**config.mk**
```make
export PLATFORM = sky130hd
export DESIGN_NAME = bus_rr_arbiter
export DESIGN_NICKNAME = d
export VERILOG_FILES = /design/src/rtl/bus_rr_arbiter.sv
export SDC_FILE = /design/constraint.sdc
export NUM_CORES = 1
export LEC_CHECK = 0
export CORE_MARGIN = 4
export CORE_UTILIZATION = 40
export CTS_CLUSTER_SIZE = 28
export DETAILED_ROUTE_END_ITERATION = 7
export PLACE_DENSITY = 0.8
export SLEW_MARGIN = 20
export SYNTH_ARGS = -nofsm -noshare
export SYNTH_HDL_FRONTEND = slang
export SYNTH_SLANG_ARGS = --single-unit
```
**constraint.sdc**
```tcl
create_clock -name clk -period 5.8 [get_ports clk]
set_input_delay 0.58 -clock clk [delete_from_list [all_inputs] [get_ports clk]]
set_output_delay 0.58 -clock clk [all_outputs]
set_load 0.01 [all_outputs]
```
**src/rtl/bus_rr_arbiter.sv**
```systemverilog
// bus_rr_arbiter: round-robin burst arbiter sharing one valid/ready sink among NUM_REQ sources
module bus_rr_arbiter #(
  parameter int WIDTH = 9,
  parameter int NUM_REQ = 4,
  parameter int MAX_BURST = 4,
  localparam int IDX_W = NUM_REQ > 1 ? $clog2(NUM_REQ) : 1,
  localparam int CNT_W = $clog2(MAX_BURST + 1)
) (
  input  logic                     clk,
  input  logic                     s_rst,
  input  logic [NUM_REQ-1:0]       s_vaild,
  input  logic [NUM_REQ*WIDTH-1:0] s_data,
  output logic [NUM_REQ-1:0]       s_ready,
  output logic                     m_vaild,
  output logic [WIDTH-1:0]         m_data,
  output logic [IDX_W-1:0]         m_src,
  input  logic                     m_ready,
  output logic                     busy
);
  typedef enum logic {IDLE, GRANT} state_t;
  state_t state, state_nxt;
  logic [IDX_W-1:0] grant, grant_nxt, rr_ptr, rr_nxt, pick;
  logic [CNT_W-1:0] beat_cnt, cnt_nxt;
  logic [WIDTH-1:0] sel_data;
  logic sel_vaild, open, load, last;
  int best;
  assign busy = state == GRANT;
  assign open = busy && (!m_vaild || m_ready);
  assign load = open && sel_vaild;
  assign last = load && beat_cnt == CNT_W'(MAX_BURST - 1);
  // rotating-priority search from rr_ptr, granted requester mux and one-hot ready
  always_comb begin
    pick = rr_ptr;
    best = NUM_REQ;
    sel_vaild = 1'b0;
    sel_data = '0;
    s_ready = '0;
    for (int i = 0; i < NUM_REQ; i++) begin
      if (s_vaild[i] && (i + NUM_REQ - int'(rr_ptr)) % NUM_REQ < best) begin
        best = (i + NUM_REQ - int'(rr_ptr)) % NUM_REQ;
        pick = IDX_W'(i);
      end
      if (grant == IDX_W'(i)) begin
        sel_vaild = s_vaild[i];
        sel_data = s_data[i*WIDTH +: WIDTH];
      end
      s_ready[i] = open && grant == IDX_W'(i);
    end
  end
  // grant a new requester from IDLE; leave GRANT when the burst completes or the requester goes idle
  always_comb begin
    state_nxt = state;
    grant_nxt = grant;
    rr_nxt = rr_ptr;
    cnt_nxt = beat_cnt;
    if (state == IDLE) begin
      if (|s_vaild) begin
        state_nxt = GRANT;
        grant_nxt = pick;
        cnt_nxt = '0;
      end
    end else begin
      cnt_nxt = load ? beat_cnt + CNT_W'(1) : beat_cnt;
      if (last || !sel_vaild) begin
        state_nxt = IDLE;
        rr_nxt = grant == IDX_W'(NUM_REQ - 1) ? '0 : grant + IDX_W'(1);
      end
    end
  end
  // arbitration state registers
  always_ff @(posedge clk or negedge s_rst)
    if (!s_rst) begin
      state <= IDLE;
      grant <= '0;
      rr_ptr <= '0;
      beat_cnt <= '0;
    end else begin
      state <= state_nxt;
      grant <= grant_nxt;
      rr_ptr <= rr_nxt;
      beat_cnt <= cnt_nxt;
    end
  // one-entry output register: load replaces, sink acceptance empties
  always_ff @(posedge clk or negedge s_rst)
    if (!s_rst) begin
      m_vaild <= 1'b0;
      m_data <= '0;
      m_src <= '0;
    end else if (load) begin
      m_vaild <= 1'b1;
      m_data <= sel_data;
      m_src <= grant;
    end else if (m_ready) m_vaild <= 1'b0;
endmodule

```
==> qor.json <==
{
  "run_status": {"value": "complete, no violations"},
  "report.final.slew_viol_count": {"value": 0},
  "power.density": {"value": 538, "unit": "nW/um^2"},
  "synth_xor_xnor_area_share": {"value": 0.586, "unit": "%"},
  "synthToLayoutAreaGrowth": {"value": 42.8, "unit": "%"},
  "route.detailed.wl_per_inst": {"value": 16.4, "unit": "microns"},
  "grt_first_pass_wirelength": {"value": 7020, "unit": "microns"},
  "final_period_minus_worst_setup_slack": {"value": 3.24, "unit": "ns"},
  "clock_tree.root_cell": {"value": "clkbuf_8"},
  "globalplace.congestion": {"value": 0.801},
  "cts_repair_resizes": {"value": 0},
  "switching_share": {"value": 40.9, "unit": "%"},
  "synth_compound_area_share": {"value": 22.0, "unit": "%"},
  "post_cts_hold_buffer_count": {"value": 0},
  "power.combinational.fraction": {"value": 67.0, "unit": "%"},
  "cp_data_arrival_time": {"value": 3.43, "unit": "ns"},
  "netlist-cell-type-count": {"value": 40},
  "whs": {"value": 0.509, "unit": "ns"},
  "number_of_port_buffers": {"value": 59},
  "cts_tree": {"value": "yes"},
  "core": {"value": 3470, "unit": "sq um"},
  "clk_latency": {"value": 0.26, "unit": "ns"},
  "post-route-cell-area": {"value": 2140, "unit": "sq um"},
  "grt_start_max_net_pins": {"value": 24},
  "timing.critical_path.from_type": {"value": "input pin"},
  "maximum_count_of_clock_buffers_along_a_single_path": {"value": 2},
  "cts.sinks": {"value": 20},
  "tns": {"value": 0, "unit": "ns"},
  "pwr-share-clk": {"value": 9.4, "unit": "%"},
  "cts_inserted_buffers": {"value": 3},
  "postRouteWirelength": {"value": 4140, "unit": "microns"},
  "die_width": {"value": 69.1, "unit": "microns"},
  "finalHoldViolations": {"value": 0},
  "final_nets": {"value": 258},
  "cell_taking_the_most_area_after_synthesis": {"value": "dfrtp_1"},
  "grt_usage": {"value": 17.7, "unit": "%"},
  "syn_area_per_cell": {"value": 9.71, "unit": "sq um"},
  "floorplan.die_area": {"value": 4780, "unit": "sq um"},
  "viasPerCell": {"value": 5.53},
  "post_synth_fa_ha_maj_area_fraction": {"value": 6.69, "unit": "%"},
  "syn-cell-area": {"value": 1500, "unit": "sq um"},
  "rrSetupSlack": {"value": 3.03, "unit": "ns"},
  "layout.cells.most_common": {"value": "clkdlybuf4s50_1"},
  "synthesis.nets": {"value": 205},
  "timing.max_cap.violations": {"value": 0},
  "layout_common_cells": {"value": "clkdlybuf4s50_1, dfrtp_1, nand2_1"},
  "htree_levels": {"value": 1},
  "simple_gate_share_of_the_synthesized_area": {"value": 17.2, "unit": "%"},
  "number_of_global_route_vias_before_repair": {"value": 1488},
  "drive_gt1_share": {"value": 8.74, "unit": "%"},
  "path_clk_slew": {"value": 0.07, "unit": "ns"},
  "sum_of_overflow_across_all_layers_after_global_routing": {"value": 0},
  "drc": {"value": 0},
  "finalCritPeriodShare": {"value": 55.9, "unit": "%"},
  "place.detailed.hpwl": {"value": 3160, "unit": "microns"},
  "required_worst_endpoint": {"value": 5.98, "unit": "ns"},
  "postSynthRegisterBits": {"value": 20},
  "criticalPathCategory": {"value": "in2reg"},
  "cts_setup_buffers": {"value": 0},
  "final_layout_fill_cell_count": {"value": 297},
  "ff2ff_path_depth": {"value": 13},
  "totalPowerFinal": {"value": 1.15, "unit": "mW"},
  "cp_max_fo": {"value": 10},
  "drt_first_pass_iters": {"value": 4},
  "max_slew_margin": {"value": 35.4, "unit": "%"},
  "synth_enable_flop_cells": {"value": 0},
  "rsz_0062_raised_after_global_routing": {"value": "no"},
  "hp-class": {"value": "reg2reg"},
  "ys_dominant_reg_cell": {"value": "dfrtp_1"},
  "boundaryPins": {"value": 60},
  "synth.area.mux_share": {"value": 13.8, "unit": "%"},
  "yosysSeqAreaShare": {"value": 33.5, "unit": "%"},
  "internal": {"value": 0.679, "unit": "mW"},
  "insertedDiodeCount": {"value": 0},
  "tightest_slew": {"value": 0.966, "unit": "ns"},
  "drtIter0Drc": {"value": 70},
  "yosys.area.top_type_share": {"value": 33.5, "unit": "%"},
  "total_setup_violations_reported_at_the_end_of_the_flow": {"value": 0},
  "synthCells": {"value": 154},
  "max_freq": {"value": 308, "unit": "MHz"},
  "clock_skew": {"value": 0.00231, "unit": "ns"},
  "yosys-top-cells-area": {"value": "dfrtp_1, mux2_4, ha_1"},
  "placed_cell_area": {"value": 2080, "unit": "sq um"},
  "power_frac_seq": {"value": 23.7, "unit": "%"},
  "synthesis.yosys.warnings": {"value": 0},
  "final_antenna_net_count": {"value": 0},
  "worst_hold_path.num_cells": {"value": 1},
  "floorplan.initialDensity": {"value": 43.1, "unit": "%"},
  "vdd_ir_drop_max": {"value": 0.321, "unit": "mV"},
  "vias": {"value": 1394},
  "combinational_family_with_the_most_area_after_synthesis": {"value": "compound AO/OA/AOI/OAI gates"},
  "grt_antenna_before_repair": {"value": 0},
  "power.net_switching": {"value": 0.469, "unit": "mW"},
  "floorplan.rows": {"value": 21},
  "ys_async_sr_fraction": {"value": 100, "unit": "%"},
  "leakage": {"value": 0.902, "unit": "nW"},
  "end_kind": {"value": "flip-flop"},
  "dieHeight": {"value": 69.1, "unit": "microns"}
}
-- registers in the layout, summed over array words and instances (netlist names) --
| register | flops |
|---|---|
| m_data | 9 |
| rr_ptr | 2 |
| busy | 1 |
| m_src | 2 |
| grant | 2 |
| beat_cnt | 3 |
| m_vaild | 1 |
-- stage by stage --
| stage | std cells | setup WS [ns] | util, % |
|---|---|---|---|
| after CTS | 252 | 2.55 | 61.6 |
| final | 252 | 2.56 | 61.6 |
| after detailed placement | 248 | 2.29 | 60.0 |
| after global placement | 248 | 2.55 | 60.0 |
| after global routing | 252 | 2.26 | 61.6 |
| after floorplan | 154 | 3.18 | - |
-- routing by layer --
metal	track usage (%)	part of all wire [%]	routed length, microns
met2	32.9	53	2210
met4	4.34	0.85	35
met1	18.9	40	1660
met5	0	0	0
met3	6.10	5.6	233
-- kinds of logic (layout without fill, tap and decap cells) --
family / after synthesis / after routing
DFF: 20 / 20
AOI/OAI and AO/OA: 44 / 44
xor gates and xnor gates: 1 / 1
adders and majority gates: 8 / 8
muxes: 16 / 16
buffers and inverters: 19 / 71
and+or+nand+nor: 46 / 46
-- power groups by stage --
stage          clock network (mW)  registers (mW)  logic, mW
2_1_floorplan                   0           0.265      0.555
3_3_place_gp                    0           0.269      0.738
3_5_place_dp                    0           0.273      0.767
4_1_cts                     0.111           0.271      0.774
5_1_grt                     0.118           0.284      0.842
6_report                    0.108           0.272      0.769
-- path summary, 6_finish.rpt --
path,from,to
worst max-delay path,s_vaild[0],grant[0]$_DFFE_PN0P_
worst min register to register,m_data[6]$_DFFE_PN0P_,m_data[6]$_DFFE_PN0P_
max in group asynchronous,s_rst,m_data[4]$_DFFE_PN0P_
worst max register to register,rr_ptr[0]$_DFFE_PN0P_,grant[0]$_DFFE_PN0P_
worst min-delay path,m_data[6]$_DFFE_PN0P_,m_data[6]$_DFFE_PN0P_
min in group asynchronous,s_rst,m_data[7]$_DFFE_PN0P_
-- cell usage after synthesis, types with 2 or more instances --
cell	n
a21o_1	2
a21oi_1	5
a221oi_1	8
and3_1	4
clkbuf_1	8
dfrtp_1	20
ha_1	8
inv_1	8
mux2_1	2
mux2_2	3
mux2_4	8
mux2i_1	3
nand2_1	13
nand2b_1	3
nand3b_1	3
nor2_1	6
nor2b_1	12
o21a_1	2
o21ai_0	4
o22ai_1	4
o31ai_1	9
-- worst max-delay path: stages --
cell and delay, ns:
clkdlybuf4s50_1 0.68, nand3_1 0.17, nor2_1 0.12, a21oi_1 0.06, ha_1 0.34, o21a_1 0.15
o22ai_1 0.18, o22ai_1 0.13, a22oi_1 0.20, ha_1 0.28, nand2b_1 0.09, nand3b_1 0.07
a31oi_1 0.18, a2bb2oi_1 0.20
-- layout make-up --
cell class                      count  area (sq um)  area share (%)
Multi-Input combinational cell    115           902            42.2
Timing Repair Buffer               59           591            27.7
Sequential cell                    20           500            23.4
Tap cell                           46          57.6            2.69
Clock buffer                        4          55.1            2.58
Inverter                            8          30.0            1.41
Note: power is estimated with default switching activity, not from simulation.
